### src/rtl/alu_pkg.sv
// Shared definitions for the ALU arbiter: ALU opcodes, FSM state codes
// and the opcode legality check used before anything reaches the ALU.
package alu_pkg;

    localparam logic [3:0] ALU_AND = 4'd0;
    localparam logic [3:0] ALU_OR  = 4'd1;
    localparam logic [3:0] ALU_ADD = 4'd2;
    localparam logic [3:0] ALU_SUB = 4'd6;
    localparam logic [3:0] ALU_SLT = 4'd7;
    localparam logic [3:0] ALU_NOR = 4'd12;

    // Arbiter FSM encoding; plain constants so older tools and netlists agree
    localparam logic [1:0] ST_IDLE  = 2'd0;
    localparam logic [1:0] ST_ISSUE = 2'd1;
    localparam logic [1:0] ST_WAIT  = 2'd2;
    localparam logic [1:0] ST_RESP  = 2'd3;

    // True only for opcodes the ALU actually implements
    function automatic logic op_is_legal(input logic [3:0] op);
        logic legal;
        legal = 1'b0;
        case (op)
            ALU_AND, ALU_OR, ALU_ADD, ALU_SUB, ALU_SLT, ALU_NOR: legal = 1'b1;
            default: legal = 1'b0;
        endcase
        return legal;
    endfunction

endpackage

### src/rtl/rr_pick.sv
// Combinational round-robin picker: starting at the rotating pointer,
// returns the first valid requester as a one-hot grant and as an index.
module rr_pick
    import alu_pkg::*;
#(
    parameter int NREQ = 4,
    parameter int IW   = 2
) (
    input  logic [NREQ-1:0] i_req_valid,
    input  logic [IW-1:0]   i_rr_ptr,
    output logic [NREQ-1:0] o_grant,
    output logic [IW-1:0]   o_grant_idx,
    output logic            o_any
);

    // Walk the requesters in priority order from the pointer, keep the first hit
    always_comb begin
        int c;
        c           = 0;
        o_grant     = '0;
        o_grant_idx = '0;
        o_any       = 1'b0;
        for (int k = 0; k < NREQ; k++) begin
            c = int'(i_rr_ptr) + k;
            if (c >= NREQ) begin
                c = c - NREQ;
            end
            if (!o_any && i_req_valid[c]) begin
                o_any       = 1'b1;
                o_grant[c]  = 1'b1;
                o_grant_idx = IW'(c);
            end
        end
    end

endmodule

### src/rtl/alu_arbiter.sv
// Shares one clocked ALU among NREQ requesters. One operation in flight,
// round-robin grant, valid/ready on both the request and response sides.
// Illegal opcodes are answered directly with an error and never reach the ALU.
module alu_arbiter
    import alu_pkg::*;
#(
    parameter int NREQ    = 4,
    parameter int DW      = 32,
    parameter int ALU_LAT = 1
) (
    input  logic              clk,
    input  logic              rst_n,
    input  logic [NREQ-1:0]   req_valid,
    output logic [NREQ-1:0]   req_ready,
    input  logic [NREQ*DW-1:0] req_src1,
    input  logic [NREQ*DW-1:0] req_src2,
    input  logic [NREQ*4-1:0] req_op,
    output logic [NREQ-1:0]   rsp_valid,
    input  logic [NREQ-1:0]   rsp_ready,
    output logic [DW-1:0]     rsp_result,
    output logic [2:0]        rsp_zcv,
    output logic              rsp_err,
    output logic [DW-1:0]     alu_src1,
    output logic [DW-1:0]     alu_src2,
    output logic [3:0]        alu_ctrl,
    input  logic [DW-1:0]     alu_result,
    input  logic [2:0]        alu_zcv
);

    localparam int IW = (NREQ > 1) ? $clog2(NREQ) : 1;
    localparam int CW = (ALU_LAT > 1) ? $clog2(ALU_LAT) : 1;

    logic [1:0]      r_state;
    logic [IW-1:0]   r_rr_ptr;
    logic [IW-1:0]   r_gnt_idx;
    logic [CW-1:0]   r_wait_cnt;
    logic [DW-1:0]   r_alu_src1;
    logic [DW-1:0]   r_alu_src2;
    logic [3:0]      r_alu_ctrl;
    logic [DW-1:0]   r_rsp_result;
    logic [2:0]      r_rsp_zcv;
    logic            r_rsp_err;

    logic [NREQ-1:0] w_grant;
    logic [IW-1:0]   w_grant_idx;
    logic            w_any;
    logic [DW-1:0]   w_sel_src1;
    logic [DW-1:0]   w_sel_src2;
    logic [3:0]      w_sel_op;
    logic            w_op_legal;
    logic            w_rsp_take;

    rr_pick #(
        .NREQ(NREQ),
        .IW  (IW)
    ) u_rr_pick (
        .i_req_valid(req_valid),
        .i_rr_ptr   (r_rr_ptr),
        .o_grant    (w_grant),
        .o_grant_idx(w_grant_idx),
        .o_any      (w_any)
    );

    // Route the granted requester's operands and opcode toward the ALU registers
    always_comb begin
        w_sel_src1 = '0;
        w_sel_src2 = '0;
        w_sel_op   = '0;
        for (int k = 0; k < NREQ; k++) begin
            if (w_grant_idx == IW'(k)) begin
                w_sel_src1 = req_src1[k*DW +: DW];
                w_sel_src2 = req_src2[k*DW +: DW];
                w_sel_op   = req_op[k*4 +: 4];
            end
        end
    end

    assign w_op_legal = op_is_legal(w_sel_op);

    // Accept strobe only while idle and out of reset; response strobe follows the stored grant
    always_comb begin
        req_ready = '0;
        rsp_valid = '0;
        if (rst_n && (r_state == ST_IDLE)) begin
            req_ready = w_grant;
        end
        for (int k = 0; k < NREQ; k++) begin
            rsp_valid[k] = (r_state == ST_RESP) && (r_gnt_idx == IW'(k));
        end
    end

    assign w_rsp_take = |(rsp_valid & rsp_ready);

    // Arbitration FSM: accept, issue to ALU, wait out its latency, hold the response
    always_ff @(posedge clk or negedge rst_n) begin
        if (!rst_n) begin
            r_state      <= ST_IDLE;
            r_rr_ptr     <= '0;
            r_gnt_idx    <= '0;
            r_wait_cnt   <= '0;
            r_alu_src1   <= '0;
            r_alu_src2   <= '0;
            r_alu_ctrl   <= '0;
            r_rsp_result <= '0;
            r_rsp_zcv    <= '0;
            r_rsp_err    <= 1'b0;
        end else begin
            case (r_state)
                ST_IDLE: begin
                    if (w_any) begin
                        r_gnt_idx <= w_grant_idx;
                        r_rr_ptr  <= (w_grant_idx == IW'(NREQ - 1)) ? '0 : (w_grant_idx + 1'b1);
                        if (w_op_legal) begin
                            r_alu_src1 <= w_sel_src1;
                            r_alu_src2 <= w_sel_src2;
                            r_alu_ctrl <= w_sel_op;
                            r_state    <= ST_ISSUE;
                        end else begin
                            r_rsp_result <= '0;
                            r_rsp_zcv    <= '0;
                            r_rsp_err    <= 1'b1;
                            r_state      <= ST_RESP;
                        end
                    end
                end
                ST_ISSUE: begin
                    r_wait_cnt <= CW'(ALU_LAT - 1);
                    r_state    <= ST_WAIT;
                end
                ST_WAIT: begin
                    if (r_wait_cnt == '0) begin
                        r_rsp_result <= alu_result;
                        r_rsp_zcv    <= alu_zcv;
                        r_rsp_err    <= 1'b0;
                        r_state      <= ST_RESP;
                    end else begin
                        r_wait_cnt <= r_wait_cnt - 1'b1;
                    end
                end
                ST_RESP: begin
                    if (w_rsp_take) begin
                        r_state <= ST_IDLE;
                    end
                end
                default: begin
                    r_state <= ST_IDLE;
                end
            endcase
        end
    end

    assign alu_src1   = r_alu_src1;
    assign alu_src2   = r_alu_src2;
    assign alu_ctrl   = r_alu_ctrl;
    assign rsp_result = r_rsp_result;
    assign rsp_zcv    = r_rsp_zcv;
    assign rsp_err    = r_rsp_err;

endmodule

### config.mk
export PLATFORM = sky130hd
export DESIGN_NAME = alu_arbiter
export DESIGN_NICKNAME = d
export VERILOG_FILES = /design/src/rtl/alu_pkg.sv /design/src/rtl/rr_pick.sv /design/src/rtl/alu_arbiter.sv
export SDC_FILE = /design/constraint.sdc
export NUM_CORES = 1
export LEC_CHECK = 0
export CORE_ASPECT_RATIO = 0.5
export CORE_UTILIZATION = 30
export DETAILED_ROUTE_END_ITERATION = 10
export GPL_TIMING_DRIVEN = 0
export PLACE_DENSITY = 0.77
export SYNTH_ARGS = -nofsm -noshare
export SYNTH_HDL_FRONTEND = slang
export SYNTH_SLANG_ARGS = --single-unit
### constraint.sdc
create_clock -name clk -period 5.2 [get_ports clk]
set_input_delay 1.56 -clock clk [delete_from_list [all_inputs] [get_ports clk]]
set_output_delay 1.56 -clock clk [all_outputs]
set_load 0.02 [all_outputs]
==> impl_metrics.csv <==
group,metric,value,unit
status,outcome,"finished clean",
route,postRouteAntennaNets,0,
pwr,vdd_drop_max,0.318,mV
clocking,cts_root_buf,"clkbuf_16",
global_routing,antenna_found_initial,0,
clocking,cts_max_level,3,
timing,post-route-period-util,97.2,%
route,vias,7744,
synth,synth-compound-area-share,26.8,%
worst_setup_path,rrSetupSlack,760,ps
floorplan,initial_core_util,30.6,%
finish,seqCellArea,2750,µm²
worst_setup_path,cp_slowest_cell,"mux4_2",
global_routing,grt_max_degree,93,
timing,timing.final.hold_violations,0,
floorplan,die_area,23900,µm²
floorplan,rows,39,
synth,synthSimpleGateAreaFrac,10.6,%
route,dr.pass1.iters,5,
finish,nets,1522,
clocking,clk_latency,370,ps
placed_design,preCtsSetupSlack,-577,ps
timing,tightestPinTransition,644,ps
timing,min_period,5050,ps
synth,synth_nets,1076,
synth,synth-async-reset-ratio,100,%
worst_setup_path,crit_start,"req_valid[0]",
worst_setup_path,cp_slowest_stage_delay,530,ps
worst_setup_path,end_kind,"output port",
route,first_iter_violations,704,
finish,fillers,2089,
synth,netlist_area,6980,µm²
clocking,max-clock-path-buffers,2,
clocking,cts_tree,"built",
pwr,pwr-share-comb,72.2,%
timing,fmax,198,MHz
global_routing,first_global_vias,7505,
synth,synth_xor_xnor_area_share,0,%
clocking,path_clk_slew,70,ps
route,drcViolationCount,0,
pwr,switching_share,46.6,%
synth,synth_seq_area_share,39.4,%
synth,yosys_register_bits,110,
floorplan,core_area,22800,µm²
worst_setup_path,critPathRequiredTime,3640,ps
synth,yosysWarnings,0,
pwr,p_per_area,643,nW/µm²
finish,syn_to_final_growth,73.1,%
worst_hold_path,hp-start,"alu_src1[31]",
floorplan,die_x,218,µm
synth,synthDistinctLibCells,58,
finish,multi_input_area,3870,µm²
clocking,cts_sinks,110,
global_routing,overflow,0,
route,vias_per_cell,5.15,
pwr,switchingPower,3.62,mW
finish,drive_gt1_share,10.7,%
worst_setup_path,cp-start-kind,"primary input",
worst_setup_path,critPathMaxFanout,5,
timing,slew_headroom,57.1,%
timing,skew,14.2,ps
timing,finalMaxSlewViolations,0,
placed_design,port_buffers,426,
route,wirelength,32.1,mm
route,wl_per_cell,21.4,µm
synth,synthMuxAreaShare,14.6,%
placed_design,dp_hpwl,25.5,mm
worst_setup_path,r2r-start,"r_rr_ptr[0]",
clocking,cts_made_buffers,9,
synth,syn_avg_cell_area,9.36,µm²
floorplan,fp.dieH,110,µm
pwr,power.share.clock,8.7,%
pwr,power_leakage,4.90,nW
worst_hold_path,hold_path.class,"reg2reg",
worst_setup_path,reg2reg_depth,17,
pwr,total_power,7.77,mW
pwr,p_int,4.15,mW
synth,synth_top_family_by_area,"compound AO/OA/AOI/OAI gates",
floorplan,io_pins,429,
flow_run,maxCapViolations,0,
placed_design,gp_congestion,0.977,
worst_hold_path,min_path_cells,1,
worst_setup_path,cp_cell_sequence,"clkdlybuf4s50_1 > mux4_2 > a21o_1 > o21ai_0 > mux2i_1 > a21oi_1 > dlygate4sd2_1",
pwr,p_seq_share,19.2,%
worst_setup_path,critPathKind,"in2out",
worst_setup_path,cp.arrival,3490,ps
clocking,cts_hold_buf,0,
synth,synth_flop_cell,"dfrtp_1",
timing,fin_ws,146,ps
timing,setup_viol,0,
synth,synth-edff-count,0,
worst_setup_path,timing.rr.end,"rsp_result[24]",
global_routing,grt_pass1_wl,45.5,mm
global_routing,gr-usage-all-layers,25.8,%
synth,syn_inst,746,
finish,antennaDiodeCount,0,
synth,synthAdderAreaFrac,2.33,%
worst_hold_path,holdPathEnd,"alu_src1[31]",
==> synthesized netlist by cell type, drive strengths merged, types with 2 or more instances <==
| cell | number | area (µm²) |
|---|---|---|
| ha | 13 | 163 |
| nor3 | 3 | 15.0 |
| a22oi | 63 | 473 |
| nor3b | 2 | 15.0 |
| o22a | 2 | 17.5 |
| a221oi | 3 | 32.5 |
| buf | 27 | 230 |
| a21o | 2 | 15.0 |
| a221o | 2 | 20.0 |
| mux4 | 2 | 45.0 |
| mux2 | 66 | 886 |
| a211oi | 2 | 20.0 |
| o31a | 2 | 17.5 |
| nor2b | 3 | 26.3 |
| a31oi | 3 | 18.8 |
| and3 | 2 | 12.5 |
| dfrtp | 110 | 2750 |
| clkbuf | 38 | 143 |
| o21ai | 80 | 400 |
| inv | 16 | 60.1 |
| o31ai | 3 | 36.3 |
| o21a | 2 | 15.0 |
| mux2i | 9 | 90.1 |
| a21oi | 75 | 387 |
| nand2 | 84 | 315 |
| a32oi | 2 | 25.0 |
| o22ai | 2 | 12.5 |
| a22o | 35 | 307 |
| nand2b | 5 | 31.3 |
| nor2 | 73 | 274 |
| or2 | 2 | 15.0 |
==> cells by family (layout without fill, tap and decap cells) <==
group,count (synthesis),count (layout)
buffers and inverters,81,531
multiplexers,77,77
AO/OA/AOI/OAI,286,286
AND/OR/NAND/NOR,179,179
flip-flops,110,110
adder cells (fa/ha/maj),13,13
==> layout by cell type (no fill, tap or decap), types with 3 or more instances in the layout <==
cell type / n
dfrtp_1: 110
o21ai_0: 80
a31oi_1: 3
buf_1: 9
clkbuf_16: 9
a22oi_1: 63
mux2_1: 6
mux2_2: 22
clkbuf_2: 5
nand2b_1: 5
buf_6: 8
buf_12: 5
ha_1: 11
mux2i_1: 9
mux2_4: 38
clkdlybuf4s50_1: 420
nor2_1: 73
a22o_1: 35
nor3_1: 3
nand2_1: 84
clkbuf_4: 3
inv_1: 16
buf_4: 11
clkbuf_1: 34
a21oi_1: 72
==> power by group through the flow <==
| stage | registers (mW) | clock network, mW | logic (mW) |
|---|---|---|---|
| after global placement | 1.48 | 0 | 5.22 |
| after global routing | 1.53 | 0.723 | 6.02 |
| after floorplan | 1.87 | 0 | 2.97 |
| after CTS | 1.49 | 0.691 | 5.40 |
| after detailed placement | 1.49 | 0 | 5.35 |
| final | 1.49 | 0.673 | 5.61 |
==> flip-flops by register name, summed over array words and instances (netlist names), 2 cells and up <==
| register | flops |
|---|---|
| alu_ctrl | 4 |
| alu_src2 | 32 |
| alu_src1 | 32 |
| r_rr_ptr | 2 |
| r_gnt_idx | 2 |
| rsp_result | 32 |
| r_state | 2 |
| rsp_zcv | 3 |
==> worst max-delay path: cells and delay by family <==
| family | cells | cell delay (ps) |
|---|---|---|
| AO/OA/AOI/OAI | 3 | 520 |
| multiplexers | 2 | 630 |
| buffers and inverters | 2 | 780 |
==> worst max-delay path by stage <==
stage                endpoint  slack (ps)  cells after the start
6_report         req_ready[3]         150                      7
5_1_grt        rsp_result[31]         -30                     19
4_1_cts          alu_src1[20]          20                     14
3_5_place_dp     alu_src1[13]        -580                     17
3_3_place_gp     req_ready[0]       -3690                      4
2_1_floorplan    alu_src1[12]         440                     16
==> metrics by stage <==
stage | cell area [µm²] | std cells | setup TNS, ps | hold slack [ps] | utilization [%]
2_1_floorplan | 6980 | 746 | 0 | 526 | -
3_5_place_dp | 11700 | 1480 | -45390 | 479 | 51.0
5_1_grt | 12100 | 1503 | -489 | 518 | 52.9
6_report | 12100 | 1503 | 0 | 495 | 52.9
3_3_place_gp | 11600 | 1479 | -246070 | 469 | 50.9
4_1_cts | 11900 | 1494 | 0 | 500 | 52.3
==> layout make-up <==
class | count | area share (%)
buffer | 64 | 3.29
clock buffer | 9 | 1.86
clock inverter | 6 | 0.383
inverter | 16 | 0.497
multi-input combinational | 555 | 32.0
sequential | 110 | 22.8
tap | 307 | 3.18
timing repair buffer | 436 | 36.0
==> repair_timing <==
| item | 4_1_cts | 5_1_grt |
|---|---|---|
| setup endpoints to repair | 70 | 106 |
| setup buffers | 0 | 9 |
| gates resized for setup | 10 | 26 |
| pin swaps | 0 | 6 |
==> layer usage <==
layer  global-route usage [%]  up-vias  part of all wire (%)
met3                     6.78       54                   6.1
met5                        0        -                     0
li1                         -     3607                     -
met2                     42.1      269                    49
met1                     33.6     3814                    43
met4                     8.00        0                   2.3
(Power assumes the default switching activity.)
